$ cat src/rtl/conv_engine_arbiter.sv
// Round-robin arbiter and job sequencer sharing one 5x5/3x3 convolution engine
// between two clients: feed IFM/weights, drain, collect NUM_OUT results, release.
module conv_engine_arbiter #(
    parameter int DATA_W    = 16,
    parameter int OUT_W     = 36,
    parameter int IN_LEN    = 25,
    parameter int W_LEN     = 9,
    parameter int NUM_OUT   = 9,
    parameter int DRAIN_MAX = 16
) (
    input  logic              clk,
    input  logic              rst_n,
    input  logic              req0,
    input  logic              req1,
    input  logic [DATA_W-1:0] src_ifm0,
    input  logic [DATA_W-1:0] src_wgt0,
    input  logic [DATA_W-1:0] src_ifm1,
    input  logic [DATA_W-1:0] src_wgt1,
    output logic              gnt0,
    output logic              gnt1,
    output logic              src_rd,
    output logic              eng_in_valid,
    output logic              eng_weight_valid,
    output logic [DATA_W-1:0] eng_ifm,
    output logic [DATA_W-1:0] eng_weight,
    input  logic              eng_out_valid,
    input  logic [OUT_W-1:0]  eng_ofm,
    output logic              res_valid,
    output logic [OUT_W-1:0]  res_data,
    output logic              res_id,
    output logic              done,
    output logic              done_id,
    output logic              err
);

    localparam int BEAT_W = $clog2(IN_LEN + 1);
    localparam int CNT_W  = $clog2(NUM_OUT + 1);
    localparam int DRN_W  = $clog2(DRAIN_MAX + 1);

    typedef enum logic [1:0] {IDLE, FEED, DRAIN, GAP} state_t;

    state_t              state_q, state_d;
    logic [BEAT_W-1:0]   beat_q, beat_d;
    logic [CNT_W-1:0]    res_cnt_q, res_cnt_d;
    logic [DRN_W-1:0]    drain_q, drain_d;
    logic                owner_q, owner_d;
    logic                last_q, last_d;
    logic                gnt0_q, gnt0_d, gnt1_q, gnt1_d, src_rd_q, src_rd_d;
    logic                in_valid_q, in_valid_d, wv_q, wv_d;
    logic [DATA_W-1:0]   ifm_q, ifm_d, wgt_q, wgt_d;
    logic                res_valid_q, res_valid_d, res_id_q, res_id_d;
    logic [OUT_W-1:0]    res_data_q, res_data_d;
    logic                done_q, done_d, done_id_q, done_id_d, err_q, err_d;
    logic                accept;
    logic                finish;

    always_comb begin
        state_d     = state_q;
        beat_d      = beat_q;
        res_cnt_d   = res_cnt_q;
        drain_d     = drain_q;
        owner_d     = owner_q;
        last_d      = last_q;
        gnt0_d      = gnt0_q;
        gnt1_d      = gnt1_q;
        src_rd_d    = src_rd_q;
        in_valid_d  = in_valid_q;
        wv_d        = 1'b0;
        ifm_d       = ifm_q;
        wgt_d       = wgt_q;
        res_valid_d = 1'b0;
        res_data_d  = res_data_q;
        res_id_d    = res_id_q;
        done_d      = 1'b0;
        done_id_d   = done_id_q;
        err_d       = 1'b0;
        finish      = 1'b0;

        // Results are only owned by a job while it feeds or drains; anything else is dropped.
        accept = ((state_q == FEED) || (state_q == DRAIN)) && eng_out_valid &&
                 (res_cnt_q < CNT_W'(NUM_OUT));
        if (accept) begin
            res_valid_d = 1'b1;
            res_data_d  = eng_ofm;
            res_id_d    = owner_q;
            res_cnt_d   = res_cnt_q + 1'b1;
        end

        case (state_q)
            IDLE: begin
                if (req0 || req1) begin
                    owner_d   = (req0 && req1) ? ~last_q : req1;
                    gnt0_d    = ~owner_d;
                    gnt1_d    = owner_d;
                    src_rd_d  = 1'b1;
                    beat_d    = '0;
                    res_cnt_d = '0;
                    drain_d   = '0;
                    state_d   = FEED;
                end
            end
            FEED: begin
                in_valid_d = 1'b1;
                ifm_d      = owner_q ? src_ifm1 : src_ifm0;
                if (beat_q < BEAT_W'(W_LEN)) begin
                    wv_d  = 1'b1;
                    wgt_d = owner_q ? src_wgt1 : src_wgt0;
                end
                if (beat_q == BEAT_W'(IN_LEN - 1)) begin
                    state_d  = DRAIN;
                    src_rd_d = 1'b0;
                end else begin
                    beat_d = beat_q + 1'b1;
                end
            end
            DRAIN: begin
                // Zero padding keeps the engine's internal beat count advancing.
                in_valid_d = 1'b1;
                ifm_d      = '0;
                if (res_cnt_d == CNT_W'(NUM_OUT)) begin
                    finish = 1'b1;
                    done_d = 1'b1;
                end else if (drain_q == DRN_W'(DRAIN_MAX - 1)) begin
                    finish = 1'b1;
                    err_d  = 1'b1;
                end else begin
                    drain_d = drain_q + 1'b1;
                end
                if (finish) begin
                    state_d    = GAP;
                    in_valid_d = 1'b0;
                    gnt0_d     = 1'b0;
                    gnt1_d     = 1'b0;
                    done_id_d  = owner_q;
                end
            end
            GAP: begin
                last_d  = owner_q;
                state_d = IDLE;
            end
            default: state_d = IDLE;
        endcase
    end

    always_ff @(posedge clk) begin
        if (!rst_n) begin
            state_q     <= IDLE;
            beat_q      <= '0;
            res_cnt_q   <= '0;
            drain_q     <= '0;
            owner_q     <= 1'b0;
            last_q      <= 1'b1;
            gnt0_q      <= 1'b0;
            gnt1_q      <= 1'b0;
            src_rd_q    <= 1'b0;
            in_valid_q  <= 1'b0;
            wv_q        <= 1'b0;
            ifm_q       <= '0;
            wgt_q       <= '0;
            res_valid_q <= 1'b0;
            res_data_q  <= '0;
            res_id_q    <= 1'b0;
            done_q      <= 1'b0;
            done_id_q   <= 1'b0;
            err_q       <= 1'b0;
        end else begin
            state_q     <= state_d;
            beat_q      <= beat_d;
            res_cnt_q   <= res_cnt_d;
            drain_q     <= drain_d;
            owner_q     <= owner_d;
            last_q      <= last_d;
            gnt0_q      <= gnt0_d;
            gnt1_q      <= gnt1_d;
            src_rd_q    <= src_rd_d;
            in_valid_q  <= in_valid_d;
            wv_q        <= wv_d;
            ifm_q       <= ifm_d;
            wgt_q       <= wgt_d;
            res_valid_q <= res_valid_d;
            res_data_q  <= res_data_d;
            res_id_q    <= res_id_d;
            done_q      <= done_d;
            done_id_q   <= done_id_d;
            err_q       <= err_d;
        end
    end

    assign gnt0             = gnt0_q;
    assign gnt1             = gnt1_q;
    assign src_rd           = src_rd_q;
    assign eng_in_valid     = in_valid_q;
    assign eng_weight_valid = wv_q;
    assign eng_ifm          = ifm_q;
    assign eng_weight       = wgt_q;
    assign res_valid        = res_valid_q;
    assign res_data         = res_data_q;
    assign res_id           = res_id_q;
    assign done             = done_q;
    assign done_id          = done_id_q;
    assign err              = err_q;

endmodule

$ cat config.mk
export PLATFORM = sky130hd
export DESIGN_NAME = conv_engine_arbiter
export DESIGN_NICKNAME = d
export VERILOG_FILES = /design/src/rtl/conv_engine_arbiter.sv
export SDC_FILE = /design/constraint.sdc
export NUM_CORES = 1
export LEC_CHECK = 0
export ABC_AREA = 1
export ABC_CLOCK_PERIOD_IN_PS = 1970
export CAP_MARGIN = 25
export CORE_MARGIN = 1
export CORE_UTILIZATION = 42
export CTS_CLUSTER_SIZE = 20
export DETAILED_ROUTE_END_ITERATION = 8
export GPL_TIMING_DRIVEN = 1
export PLACE_DENSITY = 0.77
export SLEW_MARGIN = 25
export SYNTH_ARGS = -nofsm -noshare
export SYNTH_HDL_FRONTEND = slang
export SYNTH_SLANG_ARGS = --single-unit
$ cat constraint.sdc
create_clock -name clk -period 1.97 [get_ports clk]
set_input_delay 0.197 -clock clk [delete_from_list [all_inputs] [get_ports clk]]
set_output_delay 0.197 -clock clk [all_outputs]
set_load 0.02 [all_outputs]
==> results.py <==
metrics = {
    "drt": {
        "wl_um": 11050,
        "wl_per_cell_um": 13.06,
        "num_vias": 4142,
        "top_layer_used": "met4",
        "dr.pass1.iters": 4,
        "ant_nets": 0,
        "drt-met1-wl_um": 4523,
        "dr_wl_met3_um": 1389,
        "vias_per_cell": 4.896,
        "drtIter0Drc": 119,
        "drc_errors": 0,
        "wl_met2_um": 5043,
    },
    "floorplan": {
        "die_h_um": 101.1,
        "num_rows": 35,
        "start_util_pct": 44.03,
        "coreArea_um2": 9371,
        "die_area_um2": 10230,
        "io_pins": 183,
        "die_x_um": 101.1,
    },
    "clock_network": {
        "cts.htree.levels": 3,
        "cts_inserted_buffers": 9,
        "cts_tree": "done",
        "clock_path_buffers": 2,
        "clk_pin_slew_ns": 0.10,
        "cts_sinks": 96,
        "cts_setup_buffers": 0,
        "insertion_delay_ns": 0.35,
        "cts-root-buf": "clkbuf_8",
    },
    "timing": {
        "finalCritPeriodShare_pct": 93.37,
        "fmax_mhz": 543.6,
        "final-hold-violation-count": 0,
        "drv_slew": 0,
        "worstMarginPinSlew_ns": 0.7694,
        "rsz0062_at_grt": "false",
        "period_needed_ns": 1.839,
        "fin_tns_setup_ns": 0,
        "worst_slack_ns": 0.1305,
        "max_slew_margin_pct": 48.65,
        "clock_skew_ns": 0.01449,
        "setup_viol": 0,
    },
    "grt": {
        "grt_pass1_wl_um": 17680,
        "grt_usage_pct": 21.82,
        "grt_max_degree": 39,
        "gr-total-overflow": 0,
        "antenna_found_initial": 0,
        "grt_pass1_vias": 3905,
    },
    "hold_path": {
        "hold_class": "primary input to flop",
        "hold-path-cell-count": 4,
    },
    "setup_path": {
        "start_kind": "flop",
        "startpoint": "state_q[0]$_SDFFE_PN0P_",
        "worstSetupEndpoint": "gnt1$_SDFFE_PN0P_",
        "crit_required_ns": 2.22,
        "cp-end-kind": "flop",
        "rr_worst_depth": 13,
        "rr_endpoint": "gnt1$_SDFFE_PN0P_",
        "arrival_ns": 2.09,
        "crit_type": "flop to flop",
        "ff2ff_setup_slack_ns": 0.13,
        "critPathMaxFanout": 6,
        "rr_startpoint": "state_q[0]$_SDFFE_PN0P_",
    },
    "synthesis": {
        "syn_area_um2": 4126,
        "ys_types": 35,
        "ys_seq_area_share_pct": 46.57,
        "async_flop_share_pct": 0,
        "synth_area_leader_cell": "dfxtp_1",
        "avgSynthCellArea_um2": 7.656,
        "postSynthCellCount": 539,
        "synthTopCellsByArea": "dfxtp_1 47%, nor2_1 9.3%, o21ai_0 8.6%, nand2_1 8.3%, a21oi_1 3.6%",
        "synth_seq_cells": 96,
        "synth-main-ff-cell": "dfxtp_1",
        "synth_nets": 655,
        "ys_warn_count": 0,
        "synth_edf_count": 0,
        "yosysTopAreaCellShare_pct": 46.57,
    },
    "outcome": {
        "status": "complete, no violations",
    },
    "placement": {
        "place_inst": 831,
        "gp_congestion": 0.8640,
        "dp_hpwl_um": 8167,
        "place_ws_ns": 0.04684,
        "io_buffers": 182,
    },
    "cells_and_area": {
        "nets": 829,
        "antenna_cells": 0,
        "final_common_cell": "clkdlybuf4s50_1",
        "fin_cells": 846,
        "drive_above_1_share_pct": 8.089,
        "final_cell_mix": "181 x clkdlybuf4s50_1, 102 x nor2_1, 94 x dfxtp_1",
        "area_growth_pct": 52.12,
    },
    "power": {
        "powerDensity_nw_per_um2": 1455,
        "leakage_nw": 2.454,
        "peakVddDrop_mv": 0.6605,
    },
    "flow_run": {
        "cap_violations": 0,
    },
}
## power breakdown
part | internal, mW | total (mW) | switching [mW] | leakage [nW]
logic | 2.14 | 4.79 | 2.64 | 1.57
clock network | 0.620 | 1.27 | 0.655 | 0.0956
registers | 2.67 | 3.07 | 0.400 | 0.789
total | 5.44 | 9.13 | 3.70 | 2.45
## cell usage after synthesis, types with 3 or more instances
| cell type | n |
|---|---|
| nor2_1 | 102 |
| dfxtp_1 | 96 |
| nand2_1 | 91 |
| o21ai_0 | 71 |
| a21oi_1 | 30 |
| inv_1 | 26 |
| clkbuf_1 | 20 |
| a31oi_1 | 17 |
| o21a_1 | 17 |
| ha_1 | 11 |
| nand3_1 | 8 |
| buf_2 | 7 |
| nand2_4 | 5 |
| nand2_2 | 4 |
| nor2_2 | 3 |
| nor2_4 | 3 |
| o21ai_1 | 3 |
## kinds of logic (layout without fill, tap and decap cells)
kind of cell / after synthesis / after routing / synth area share, %
buffers and inverters: 61 / 239 / 6.246
AOI/OAI and AO/OA: 145 / 145 / 19.89
adders and majority gates: 11 / 11 / 3.335
DFF: 96 / 96 / 46.57
xor gates and xnor gates: 2 / 2 / 0.4246
and+or+nand+nor: 224 / 224 / 23.53
## flip-flops by register name, indices dropped and copies added, names as in the netlist, 2 cells and up
signal	cells
beat_q	5
drain_q	5
eng_ifm	16
eng_weight	16
res_cnt_q	4
res_data	36
state_q	2
## metal layers
layer | vias up | GRT usage [%]
li1 | 2111 | -
met4 | 0 | 6.466
met1 | 1850 | 24.22
met5 | - | 0
met2 | 170 | 37.94
met3 | 11 | 9.293
## timing repair
action | in CTS | in global routing
setup endpoints to repair | 0 | 19
hold buffers | 0 | 0
resized for setup | 0 | 6
## worst max-delay path, stage by stage, from the launching register on
cell and delay (ns):
dfxtp_2 0.36, inv_1 0.11, ha_4 0.29, nand2_2 0.07, clkinv_2 0.09, nand2_4 0.09
nand2_1 0.09, nand2_1 0.09, nor2_4 0.15, nand2_4 0.08, nand3_2 0.08, nand2_2 0.07
nor2_1 0.13, nor2_2 0.05
## stage by stage
step | instance area [um2] | hold WS (ns) | total power [mW] | util [%]
2_1_floorplan | 4126 | 0.3579 | 5.916 | -
3_3_place_gp | 6058 | 0.4514 | 7.749 | 64.65
3_5_place_dp | 6058 | 0.4563 | 7.870 | 64.65
4_1_cts | 6255 | 0.3548 | 9.160 | 66.74
5_1_grt | 6277 | 0.3891 | 9.803 | 66.98
6_report | 6277 | 0.3629 | 9.134 | 66.98
## final cells by class
class	count	area [um2]
clock buffer	11	141.4
inverter	31	117.6
clock inverter	4	55.05
fill	817	3094
multi-input combinational	382	1978
sequential	96	1924
tap	129	161.4
timing repair buffer	193	1899
## worst min path at each step
stage | startpoint | end | slack, ns
after global placement | eng_ifm[11]$_SDFFE_PN0N_ | eng_ifm[11]$_SDFFE_PN0N_ | 0.45
final | rst_n | eng_weight[12]$_SDFFE_PN0P_ | 0.36
after floorplan | src_wgt0[10] | eng_weight[10]$_SDFFE_PN0P_ | 0.36
after CTS | rst_n | res_data[13]$_SDFFE_PN0N_ | 0.35
after detailed placement | eng_ifm[4]$_SDFFE_PN0N_ | eng_ifm[4]$_SDFFE_PN0N_ | 0.46
after global routing | rst_n | eng_weight[12]$_SDFFE_PN0P_ | 0.39
Note: power is estimated with default switching activity, not from simulation.
